--- src/rtl/fwd_pkg.sv ---
// Shared encodings and helpers for the operand-forwarding unit.
package fwd_pkg;

  // Select codes: slot k forwards as k+1, so MEM=1, WB=2, later retire stages follow.
  localparam int FWD_NONE = 0;
  localparam int FWD_MEM  = 1;
  localparam int FWD_WB   = 2;

  // Reference widths of the core's default configuration.
  localparam int SLOT_DATA_W = 32;
  localparam int SLOT_ADDR_W = 5;

  // One tracked in-flight register write.
  typedef struct packed {
    logic                   valid;
    logic [SLOT_ADDR_W-1:0] addr;
    logic [SLOT_DATA_W-1:0] data;
    logic                   is_load;
  } fwd_slot_t;

  // Select width needed to encode FWD_NONE plus one code per tracked slot.
  function automatic int fwd_sel_w(input int depth);
    return $clog2(depth + 1);
  endfunction

endpackage

--- src/rtl/fwd_port_sel.sv ---
// Priority match of one EX source operand against the shadow pipeline.
module fwd_port_sel import fwd_pkg::*; #(
  parameter int DATA_W = 32,
  parameter int REG_AW = 5,
  parameter int DEPTH  = 2,
  parameter int SEL_W  = fwd_sel_w(DEPTH)
) (
  input  logic [REG_AW-1:0]             rs_addr,
  input  logic [DATA_W-1:0]             rs_rd,
  input  logic [DEPTH-1:0]              slot_vld,
  input  logic [DEPTH-1:0][REG_AW-1:0]  slot_addr,
  input  logic [DEPTH-1:0][DATA_W-1:0]  slot_data,
  input  logic                          slot0_load,
  output logic [SEL_W-1:0]              sel,
  output logic [DATA_W-1:0]             opnd,
  output logic                          load_hit
);

  logic              hit;
  logic              win_load;
  logic [SEL_W-1:0]  win_sel;
  logic [DATA_W-1:0] win_data;

  // Scan oldest to youngest so the youngest matching slot overwrites the winner.
  always_comb begin
    hit      = 1'b0;
    win_load = 1'b0;
    win_sel  = SEL_W'(FWD_NONE);
    win_data = rs_rd;
    for (int k = DEPTH-1; k >= 0; k--) begin
      if (rs_addr != '0 && slot_vld[k] && slot_addr[k] == rs_addr) begin
        hit      = 1'b1;
        win_load = (k == 0) && slot0_load;
        win_sel  = SEL_W'(k + 1);
        win_data = slot_data[k];
      end
    end
  end

  // A load still in MEM has no data yet: report the hazard instead of forwarding.
  always_comb begin
    sel      = SEL_W'(FWD_NONE);
    opnd     = rs_rd;
    load_hit = 1'b0;
    if (hit) begin
      if (win_load) begin
        load_hit = 1'b1;
      end else begin
        sel  = win_sel;
        opnd = win_data;
      end
    end
  end

endmodule

--- src/rtl/fwd_pipe_unit.sv ---
// Shadow pipeline of in-flight register writes with N-port operand forwarding,
// load-use hazard detection and register-file writeback from the oldest slot.
module fwd_pipe_unit import fwd_pkg::*; #(
  parameter int DATA_W = 32,
  parameter int REG_AW = 5,
  parameter int NUM_RD = 2,
  parameter int DEPTH  = 2,
  parameter int SEL_W  = fwd_sel_w(DEPTH)
) (
  input  logic                     clk,
  input  logic                     rst_n,
  input  logic                     ex_hold,
  input  logic                     ex_flush,
  input  logic                     ex_wr_en,
  input  logic [REG_AW-1:0]        ex_wr_addr,
  input  logic [DATA_W-1:0]        ex_wr_data,
  input  logic                     ex_is_load,
  input  logic [DATA_W-1:0]        mem_load_data,
  input  logic [NUM_RD*REG_AW-1:0] ex_rs_addr,
  input  logic [NUM_RD*DATA_W-1:0] ex_rs_rd,
  output logic [NUM_RD*DATA_W-1:0] ex_opnd,
  output logic [NUM_RD*SEL_W-1:0]  fwd_sel,
  output logic                     load_use_stall,
  output logic                     wb_wr_en,
  output logic [REG_AW-1:0]        wb_wr_addr,
  output logic [DATA_W-1:0]        wb_wr_data
);

  localparam int STAGES = DEPTH - 1;

  // Slot k = index k: 0 is MEM, 1 is WB, higher indices are later retire stages.
  logic [STAGES:0]             vld_pipe;
  logic [STAGES:0][REG_AW-1:0] addr_pipe;
  logic [STAGES:0][DATA_W-1:0] data_pipe;
  // Only slot0 needs the load flag; from slot1 on the load data is already captured.
  logic                        ld0;
  logic [NUM_RD-1:0]           load_hit;
  logic                        slot0_in_vld;

  assign load_use_stall = |load_hit;
  // Flushed, stalled (bubble) and r0 writes never become visible.
  assign slot0_in_vld   = ex_wr_en & ~ex_flush & ~load_use_stall & (ex_wr_addr != '0);

  // Advance the shadow pipeline unless the whole pipe is frozen.
  always_ff @(posedge clk or negedge rst_n) begin
    if (!rst_n) begin
      vld_pipe  <= '0;
      addr_pipe <= '0;
      data_pipe <= '0;
      ld0       <= 1'b0;
    end else if (!ex_hold) begin
      vld_pipe     <= {vld_pipe[STAGES-1:0], slot0_in_vld};
      addr_pipe    <= {addr_pipe[STAGES-1:0], ex_wr_addr};
      data_pipe[0] <= ex_wr_data;
      data_pipe[1] <= ld0 ? mem_load_data : data_pipe[0];
      for (int k = 2; k <= STAGES; k++)
        data_pipe[k] <= data_pipe[k-1];
      ld0          <= ex_is_load;
    end
  end

  for (genvar p = 0; p < NUM_RD; p++) begin : g_port
    logic [SEL_W-1:0]  sel;
    logic [DATA_W-1:0] opnd;

    fwd_port_sel #(
      .DATA_W (DATA_W),
      .REG_AW (REG_AW),
      .DEPTH  (DEPTH),
      .SEL_W  (SEL_W)
    ) u_sel (
      .rs_addr    (ex_rs_addr[p*REG_AW +: REG_AW]),
      .rs_rd      (ex_rs_rd[p*DATA_W +: DATA_W]),
      .slot_vld   (vld_pipe),
      .slot_addr  (addr_pipe),
      .slot_data  (data_pipe),
      .slot0_load (ld0),
      .sel        (sel),
      .opnd       (opnd),
      .load_hit   (load_hit[p])
    );

    assign ex_opnd[p*DATA_W +: DATA_W] = opnd;
    assign fwd_sel[p*SEL_W +: SEL_W]   = sel;
  end

  // The oldest slot drives the register-file write port; it stays forwardable
  // because the file only updates on this same edge.
  assign wb_wr_en   = vld_pipe[STAGES];
  assign wb_wr_addr = addr_pipe[STAGES];
  assign wb_wr_data = data_pipe[STAGES];

endmodule

--- config.mk ---
export PLATFORM = sky130hd
export DESIGN_NAME = fwd_pipe_unit
export DESIGN_NICKNAME = d
export VERILOG_FILES = /design/src/rtl/fwd_pkg.sv /design/src/rtl/fwd_port_sel.sv /design/src/rtl/fwd_pipe_unit.sv
export SDC_FILE = /design/constraint.sdc
export NUM_CORES = 1
export LEC_CHECK = 0
export ABC_CLOCK_PERIOD_IN_PS = 2900
export BUFFER_PORTS_ARGS = -buffer_cell sky130_fd_sc_hd__buf_4
export CAP_MARGIN = 20
export CORE_ASPECT_RATIO = 1.75
export CORE_UTILIZATION = 46
export CTS_CLUSTER_DIAMETER = 100
export DETAILED_ROUTE_END_ITERATION = 16
export PLACE_DENSITY = 0.89
export SYNTH_ARGS = -nofsm -noshare
export SYNTH_HDL_FRONTEND = slang
export SYNTH_SLANG_ARGS = --single-unit
--- constraint.sdc ---
create_clock -name clk -period 2.9 [get_ports clk]
set_input_delay 0.58 -clock clk [delete_from_list [all_inputs] [get_ports clk]]
set_output_delay 0.58 -clock clk [all_outputs]
set_load 0.02 [all_outputs]
==> qor.csv <==
metric,value,unit
largest cells by area after synthesis,"dfrtp_1 (39%), a22o_1 (11%), mux2_2 (9.8%)",
first-pass GRT wire length,26400,um
final worst setup slack,-0.135,ns
hold crit path type,input port to asynchronous set/reset pin,
Total Die Area,11100,um^2
endpoint class of the critical path,output port,
CTS tree,done,
Placeable Area,10400,um^2
initial antenna violation count,0,
Synth Register Bits,77,
Num CTS Buffers,9,
multi-input combinational cell area,2630,um^2
Finished Layout Cells,832,
internal power,2.39,mW
combinational power share,0.310,
Avg Inst Size Synth,10.6,um^2
Overall Power,3.45,mW
dominant synthesized flop cell,dfrtp_1,
vias in the first global route,5094,
grt ovf,0,
post-synthesis sequential area ratio,0.391,
Placer Congestion,0.859,
Fill cells,736,
LEAKAGE,4.01,nW
Antenna Violating Nets Remaining,0,
Post-Syn Instances,464,
Die Height,139,um
number of synthesized flops with an enable pin,0,
Die X,80.2,um
most frequent cells after synthesis,"dfrtp_1 (77), a21o_1 (64), a22o_1 (64)",
CP required,2.32,ns
initial DRC count,213,
Max Slew Vio Count,0,
Vias/cell,5.81,
dpl hpwl,11500,um
fmax,0.329,GHz
Worst VDD drop,0.000454,V
Post-synth ARST share,1.00,
post-synth top area share,0.391,
CP Launch Type,input port,
DRC viols,0,
status,"finished, violations left",
RSZ-0062 raised after global routing,true,
Mapped Area,4930,um^2
number of hold violations in the final report,0,
num ports,256,
H-tree lvl count,3,
CP Max Fanout,17,
GRT Util Overall,0.317,
initial core utilization,0.476,
library cells used by synthesis,29,
number of port buffers,255,
Max-cap violations,0,
Worst-Margin Slew,0.997,ns
Slew headroom,0.335,
Mapped Nets,613,
row count,49,
ant diodes,0,
Seq pwr share,0.396,
Final setup viols,64,
nets@finish,851,
skew final,0.00672,ns
dpl cells,792,
share of cells above drive strength 1,0.529,
total routed wirelength,18100,um
Power Density,445,nW/um^2
hold buffers post-CTS,0,
warnings from Yosys,0,
DR pass1 iterations,4,
NetSw,1.07,mW
"Clk Latency, worst-skew pair",0.32,ns
area grow syn2layout,57.6,%
failing checks,negative setup slack,
most common cell in the synthesized netlist,dfrtp_1,
Synth area leader,dfrtp_1,
vias post-DR,4833,
Wirelength per Cell,21.7,um
clock share of power,0.295,
CTS max path bufs,2,
critical path type,input port to output port,
CTS Sinks,77,
Root Buffer,clkbuf_16,
Final Critical Period,3.03,ns
Sequential Area,1930,um^2
critical path arrival,2.45,ns
Worst-path clk slew,0.06,ns
period utilization,1.05,
pin count of the biggest net entering global routing,78,
Switching Fraction,0.309,
## path summary, 6_finish.rpt
check / from / to / slack, ns / depth (start not counted)
max: ex_rs_addr[1] / ex_opnd[21] / -0.13 / 8
min: rst_n / data_pipe[23] / 0.42 / 1
max reg2reg: addr_pipe[1] / vld_pipe[0] / 1.22 / 7
min reg2reg: wb_wr_data[11] / wb_wr_data[11] / 0.53 / 2
max in group asynchronous: rst_n / ld0 / 1.78 / 1
min in group clk: ex_wr_data[1] / data_pipe[1] / 0.48 / 2
## stage by stage
| stage | setup TNS (ns) | instance area, um^2 | setup slack, ns | hold slack [ns] | utilization |
|---|---|---|---|---|---|
| CTS | -3.28 | 7660 | -0.102 | 0.452 | 0.739 |
| detailed placement | -23.14 | 6690 | -0.394 | 0.523 | 0.646 |
| finish | -5.54 | 7760 | -0.135 | 0.419 | 0.749 |
| floorplan | 0 | 4930 | 0.175 | 0.284 | - |
| global route | -8.13 | 7760 | -0.161 | 0.473 | 0.749 |
| global placement | -18.67 | 6690 | -0.297 | 0.516 | 0.646 |
## cell families (layout without fill, tap and decap cells)
family / after synthesis / in the layout / synth area share
DFF: 77 / 77 / 0.391
and+or+nand+nor: 47 / 49 / 0.0493
xor gates and xnor gates: 20 / 20 / 0.0356
muxes: 75 / 75 / 0.163
AOI/OAI and AO/OA: 170 / 170 / 0.261
buffers and inverters: 75 / 314 / 0.0995
## timing repair
| action | 4_1_cts | 5_1_grt |
|---|---|---|
| setup endpoints to repair | 65 | 64 |
| resized for setup | 103 | 7 |
| pin swaps | 28 | 36 |
| cloned | 6 | 3 |
| buffers inserted | 17 | 0 |
## flip-flops by register name, summed over array words and instances (netlist names)
signal / cells
wb_wr_addr: 5
ld0: 1
data_pipe: 32
wb_wr_data: 32
addr_pipe: 5
vld_pipe: 2
## power by group through the flow
stage / registers (mW) / logic [mW] / clock network (mW)
detailed placement: 1.38 / 0.955 / 0
global placement: 1.36 / 0.929 / 0
global route: 1.38 / 1.13 / 1.07
finish: 1.37 / 1.07 / 1.02
floorplan: 1.32 / 0.600 / 0
CTS: 1.36 / 1.05 / 1.03
## cell usage in the layout (no fill, tap or decap)
master	synthesis	layout
or4_4	2	2
clkinv_2	0	2
buf_12	0	9
nor4b_1	1	1
clkbuf_16	0	12
nand2_1	33	33
dfrtp_2	0	1
mux2_2	43	43
clkbuf_1	15	1
nand3_1	2	2
o21ai_0	33	33
buf_8	0	3
nor4_4	0	2
buf_16	0	3
dfrtp_1	77	76
nor2_4	2	4
clkbuf_8	0	2
xnor2_1	12	8
o211ai_4	0	2
mux2i_1	32	32
o211a_1	2	2
nor2_1	1	1
xnor2_2	0	4
a21oi_1	2	2
and3_1	1	1
o22ai_1	1	1
or4_1	1	1
nor4_2	2	2
xor2_1	8	8
a21o_1	64	64
buf_6	8	76
o311a_4	0	2
a22o_1	64	64
buf_4	37	204
inv_1	2	2
## layout make-up
type / count / share of cell area
Sequential cell: 77 / 0.248
Inverter: 2 / 0.000967
Multi-Input combinational cell: 314 / 0.339
Timing Repair Buffer: 298 / 0.357
Clock inverter: 2 / 0.00129
Tap cell: 127 / 0.0205
Clock buffer: 12 / 0.0330
## per-layer routing
metal | share of wire | wire length (um) | global-route usage
met2 | 0.56 | 10000 | 0.568
met4 | 0.043 | 768 | 0.173
met5 | 0 | 0 | 0
met1 | 0.34 | 6140 | 0.335
met3 | 0.062 | 1120 | 0.0658
## worst max-delay path, stage by stage
cell and delay, ns:
buf_6 0.10, or4_4 0.56, o211a_1 0.24, o311a_4 0.20, buf_12 0.19, a22o_1 0.27, a21o_1 0.18, buf_6 0.13
Power figures use the tool's default switching activity.
